===== config.mk =====
export PLATFORM = sky130hd
export DESIGN_NAME = shifter_pipe
export DESIGN_NICKNAME = d
export VERILOG_FILES = /design/src/rtl/shifter_pipe.sv
export SDC_FILE = /design/constraint.sdc
export NUM_CORES = 1
export LEC_CHECK = 0
export CAP_MARGIN = 20
export CELL_PAD_IN_SITES_DETAIL_PLACEMENT = 1
export CELL_PAD_IN_SITES_GLOBAL_PLACEMENT = 2
export CORE_MARGIN = 1
export CORE_UTILIZATION = 36
export DETAILED_ROUTE_END_ITERATION = 8
export GPL_TIMING_DRIVEN = 0
export PLACE_DENSITY = 0.83
export SLEW_MARGIN = 20
export SYNTH_ARGS = -nofsm -noshare
export SYNTH_HDL_FRONTEND = slang
export SYNTH_SLANG_ARGS = --single-unit

===== constraint.sdc =====
create_clock -name clk -period 1.5 [get_ports clk]
set_input_delay 0.375 -clock clk [delete_from_list [all_inputs] [get_ports clk]]
set_output_delay 0.375 -clock clk [all_outputs]
set_load 0.02 [all_outputs]

===== src/rtl/shifter_pipe.sv =====
// Pipelined barrel shifter: one log2 stage per register, SLL/SRL/SRA/ROR.
// Whole-pipe stall on backpressure; bubbles carry zero data.
module shifter_pipe #(
   parameter  int N = 32,
   localparam int S = $clog2(N)
) (
   input  logic         clk,
   input  logic         rst,
   input  logic         in_valid,
   output logic         in_ready,
   input  logic [N-1:0] a,
   input  logic [S-1:0] shamt,
   input  logic [1:0]   op,
   output logic         out_valid,
   input  logic         out_ready,
   output logic [N-1:0] y,
   output logic         y_zero
);

   logic w_adv;

   assign w_adv    = !out_valid || out_ready;
   assign in_ready = w_adv;

   genvar k;
   for (k = 0; k < S; k++) begin : g_st
      localparam int D = 1 << k;

      logic                w_vin;
      logic [N-1:0]        w_din;
      logic [1:0]          w_opin;
      logic [S-k-1:0]      w_shin;
      logic [N-1:0]        w_dsh;
      logic signed [N-1:0] w_sdin;
      logic                r_vld;
      logic [N-1:0]        r_d;

      if (k == 0) begin : g_src
         // Bubbles enter as all-zero so idle stages never expose stale data
         assign w_vin  = in_valid;
         assign w_din  = in_valid ? a : '0;
         assign w_opin = in_valid ? op : 2'b00;
         assign w_shin = in_valid ? shamt : '0;
      end else begin : g_src
         assign w_vin  = g_st[k-1].r_vld;
         assign w_din  = g_st[k-1].r_d;
         assign w_opin = g_st[k-1].g_fwd.r_op;
         assign w_shin = g_st[k-1].g_fwd.r_sh;
      end

      assign w_sdin = w_din;

      always_comb begin
         w_dsh = w_din;
         if (w_shin[0]) begin
            unique case (w_opin)
               2'b00:   w_dsh = w_din << D;
               2'b01:   w_dsh = w_din >> D;
               2'b10:   w_dsh = w_sdin >>> D;
               default: w_dsh = (w_din >> D) | (w_din << (N - D));
            endcase
         end
      end

      always_ff @(posedge clk) begin
         if (!rst) begin
            r_vld <= 1'b0;
            r_d   <= '0;
         end else if (w_adv) begin
            r_vld <= w_vin;
            r_d   <= w_dsh;
         end
      end

      // Last stage has no remaining shift bits and no consumer of op
      if (k < S - 1) begin : g_fwd
         logic [1:0]     r_op;
         logic [S-k-2:0] r_sh;

         always_ff @(posedge clk) begin
            if (!rst) begin
               r_op <= 2'b00;
               r_sh <= '0;
            end else if (w_adv) begin
               r_op <= w_opin;
               r_sh <= w_shin[S-k-1:1];
            end
         end
      end
   end

   assign out_valid = g_st[S-1].r_vld;
   assign y         = g_st[S-1].r_d;
   assign y_zero    = out_valid && (y == '0);

endmodule


* Word-level counts from Yosys, hierarchy flattened
Index checks and enable logic that the tools add are counted.
** Storage, ports and cells
- Flip-flop bits (word level) :: 183
- Input port bits :: 43
- Output and inout port bits :: 35
- Logic and storage cells :: 55
** Operators by class
- Equal/unequal tests :: 10
- Mux-type cells :: 13
- Bitwise operators :: 5
- Reductions and logical operators :: 9
** Operators by type and width (number)
- 32-bit one-hot mux with 3 select lines :: 5
- 32-bit two-way mux :: 6
- 32-bit zero test :: 1
- 16-bit by 32-bit OR with 32-bit output :: 1
- 24-bit by 32-bit OR with 32-bit output :: 1
- 28-bit by 32-bit OR with 32-bit output :: 1
- 30-bit by 32-bit OR with 32-bit output :: 1
- 31-bit by 32-bit OR with 32-bit output :: 1
- 2-bit by 1-bit == test with 1-bit output, second input constant :: 5
- 2-bit == test, second input constant :: 5
- 2-bit zero test :: 5
- 5-bit two-way mux :: 1
- 2-bit two-way mux :: 1
- 1-bit logical AND :: 1
- 1-bit zero test :: 1
- 1-bit logical OR :: 1

* Logic depth before layout (Yosys ltp)
- Depth in word-level cells :: 4
- Mapped depth :: 7
- Depth with buffers taken out :: 4

* Least setup slack after synthesis
OpenSTA, ideal clock, no wires.
- Path type :: reg2out
- Start point :: register g_st[4].r_vld (netlist: out_valid)
- End point :: output y_zero
- Arrival time :: 1298 ps
- Data required time :: 1125 ps
- Slack :: -173 ps
- Cell stages (with the launch flop) :: 4
- Buffers on the path :: 0
- Cells stage by stage :: dfxtp_1 -> nor4b_1 -> nand4_1 -> nor3_1
** Between the ends
- Word-level cells in the longest chain between the ends :: 1
** RTL lines
- start: declaration :: RTL line 35 : logic r_vld;
- start signal: assignment :: RTL line 70 : r_vld <= w_vin;
- 1-bit logical AND :: RTL line 94 : assign y_zero = out_valid && (y == '0);
- end: declaration :: RTL line 17 : output logic y_zero
Every way passes these cells.

* Final worst setup path
- Start point :: register g_st[4].r_d[26] (netlist: y[26])
- End point :: output y_zero
** Between the ends
- Word-level cells in the longest chain between the ends :: 2
** RTL lines
- start: declaration :: RTL line 36 : logic [N-1:0] r_d;
- start signal: assignment :: RTL line 71 : r_d <= w_dsh;
- 32-bit zero test :: RTL line 94
- 1-bit logical AND :: RTL line 94
Every way passes these cells.

==> results.py <==
metrics = {
    "clocking": {
        "cts_buffer_depth": 2,
        "ctsHoldBuffers": 0,
        "cts.sinks": 183,
        "htree_levels": 4,
        "cts_tree": "yes",
        "cts_root_buf": "clkbuf_16",
        "cts-buffers-inserted": 17,
        "clk_transition_reported_paths_ns": 0.08,
        "worstSkewPairLatency_ns": 0.46,
    },
    "critical_path": {
        "end_kind": "output port",
        "criticalPathCategory": "reg -> out",
        "cp_num_buf_inv": 1,
        "rr_startpoint": "out_valid",
        "reg2reg_depth": 8,
        "slowest_delay_ns": 0.39,
        "arrival_ns": 1.71,
        "startpoint_type": "flop",
        "path_delay_family": "simple AND/OR/NAND/NOR gates",
        "cp_cell_sequence": "nor4_4, nand4_1, nor3_4, buf_6",
        "critPathMaxFanout": 3,
        "rr_endpoint": "y[14]",
        "crit_required_ns": 1.12,
        "ff2ff_setup_slack_ns": -0.08,
        "critPathSlowestCell": "nor4_4",
    },
    "synth": {
        "yosysWarnings": 0,
        "synthesis.nets": 1228,
        "avgSynthCellArea_um2": 8.30,
        "yosys_most_used_dff": "dfxtp_1",
        "yosysSeqAreaShare_pct": 37.2,
        "synthCells": 1185,
        "synth_seq_cells": 183,
        "syn_area_mm2": 0.00984,
        "synth_async_sr_flop_share_pct": 0,
        "synth_edf_count": 0,
        "ys_types": 46,
    },
    "finish": {
        "regArea_mm2": 0.00368,
        "final_area_mm2": 0.0129,
        "final_cell_mix": "169 x dfxtp_1, 125 x nand3_1, 107 x o21ai_1",
        "fillers": 3152,
        "syn2layout_area_growth_pct": 31.4,
        "final_common_cell": "dfxtp_1",
        "nNetsFinal": 1348,
        "antennaDiodeCount": 0,
        "layout-drive-gt1-share_pct": 23.9,
        "multi_input_area_mm2": 0.00569,
    },
    "sta": {
        "fin_skew_ns": 0.0151,
        "fin_setup_tns_ns": -1.47,
        "rsz0062_at_grt": "yes",
        "fmaxAchievable_mhz": 480,
        "setup_viol": 25,
        "min_period_ns": 2.08,
        "min_period_over_period_pct": 139,
        "relSlewSlack_pct": 56.8,
        "hold_violations": 0,
        "worst_slew_pin_slew_ns": 0.649,
        "hold_slack_ns": 0.293,
        "maxSlewViolCount": 0,
        "fin_ws_ns": -0.582,
    },
    "place": {
        "placed_cell_area_mm2": 0.0110,
        "port_buffers": 73,
        "gp_congestion": 0.916,
        "dp_hpwl_mm": 29.6,
    },
    "drt": {
        "drtIter0Drc": 785,
        "via_per_inst": 6.27,
        "dr.pass1.iters": 7,
        "drc": 0,
        "num_vias": 10400,
        "wl_mm": 41.6,
        "ant_nets": 0,
        "avgRoutedWirePerCell_um": 25.1,
    },
    "die": {
        "rows": 60,
        "ioPinCount": 78,
        "die_y_um": 167,
        "dieWidth_um": 167,
        "initial_utilization_pct": 36.6,
        "dieArea_mm2": 0.0280,
        "core_mm2": 0.0269,
    },
    "global_routing": {
        "gr-usage-all-layers_pct": 28.1,
        "antenna_found_initial": 0,
        "overflow": 0,
        "grt_max_degree": 20,
        "grt_pass1_wl_mm": 61.3,
        "grt_pass1_vias": 10300,
    },
    "worst_hold_path": {
        "whs_path_depth": 3,
        "hp-class": "in -> reg",
        "worstHoldStart": "shamt[0]",
        "min_to": "g_st[0].r_d[1]",
    },
    "pwr": {
        "vdd_drop_max_v": 0.000732,
        "power_mw": 11.3,
        "p_leak_nw": 4.46,
        "p_per_area_mw_per_mm2": 878,
    },
    "outcome": {
        "status": "finished, violations left",
        "violations": "negative setup slack",
    },
    "job": {
        "maxCapViolCount": 0,
    },
}
routing by layer:
| metal | up-vias | part of all wire, % | track usage (%) |
|---|---|---|---|
| met5 | - | 0 | 0 |
| met4 | 0 | 2.3 | 8.06 |
| met3 | 51 | 4.4 | 3.47 |
| met2 | 293 | 47 | 45.7 |
| met1 | 5222 | 46 | 38.9 |
| li1 | 4834 | - | - |
timing repair:
action,in CTS,in global routing
pin swaps,4,9
gates resized for setup,192,221
setup endpoints to repair,208,173
cloned,2,18
buffers inserted,4,6
cell type report:
type	instances	area share, %
multi-input combinational	827	44.0
sequential	183	28.5
timing repair buffer	102	10.2
buffer	155	8.87
tap	341	3.30
clock buffer	17	3.29
clock inverter	15	1.19
inverter	19	0.639
state kept, by name, summed over array words and instances, names as in the netlist:
name / flops
out_valid: 1
g_st.r_d: 128
g_st.r_vld: 4
g_st.g_fwd.r_sh: 10
y: 32
g_st.g_fwd.r_op: 8
report_power, final:
| part | internal, mW | switching [mW] | total [mW] | leakage [nW] |
|---|---|---|---|---|
| Clock | 2.23 | 2.40 | 4.63 | 0.284 |
| Sequential | 5.07 | 0.310 | 5.38 | 1.50 |
| Combinational | 0.548 | 0.793 | 1.34 | 2.68 |
cell usage after synthesis (all sizes together) (2+ instances only):
| library cell | count | area, µm² |
|---|---|---|
| nand2 | 58 | 218 |
| inv | 18 | 70.1 |
| o211ai | 94 | 706 |
| dfxtp | 183 | 3660 |
| o2111ai | 32 | 280 |
| nor4 | 6 | 37.5 |
| o211a | 10 | 100 |
| o221ai | 14 | 123 |
| a31oi | 36 | 225 |
| o311a | 14 | 140 |
| o21ai | 166 | 831 |
| clkbuf | 67 | 251 |
| o21a | 56 | 420 |
| a21boi | 22 | 165 |
| nand3 | 134 | 671 |
| a211oi | 69 | 568 |
| a221oi | 26 | 240 |
| mux2 | 10 | 116 |
| nor2b | 7 | 51.3 |
| a21oi | 32 | 160 |
| and3 | 9 | 56.3 |
| nand4 | 2 | 12.5 |
| nor2 | 20 | 96.3 |
| buf | 89 | 547 |
| mux2i | 2 | 20.0 |
cells by family after synthesis:
family | synth area share (%)
AND/OR/NAND/NOR | 12.1
AO/OA/AOI/OAI | 40.2
flip-flops | 37.2
XOR/XNOR | 0.165
multiplexers | 1.39
buffers and inverters | 8.86
worst max path at each step:
stage | end | slack [ns] | from | cells after the start
6_report | y_zero | -0.58 | y[26] | 4
5_1_grt | y_zero | -0.63 | y[14] | 4
4_1_cts | y_zero | -0.57 | y[21] | 4
3_5_place_dp | in_ready | -1.12 | out_ready | 7
3_3_place_gp | in_ready | -1.12 | out_ready | 7
2_1_floorplan | y_zero | 0.03 | y[18] | 3
tightest hold or removal path: stages:
cell       delay, ns
buf_4           0.15
o2111ai_1       0.11
a31oi_1         0.08
stage by stage:
stage	util, %	cells	worst slack, ns
floorplan	-	1185	0.0331
global placement	41.0	1599	-1.12
detailed placement	41.0	1599	-1.12
CTS	44.4	1637	-0.573
global route	48.1	1659	-0.634
finish	48.1	1659	-0.582
No activity file was read; power rests on OpenSTA's default activity.
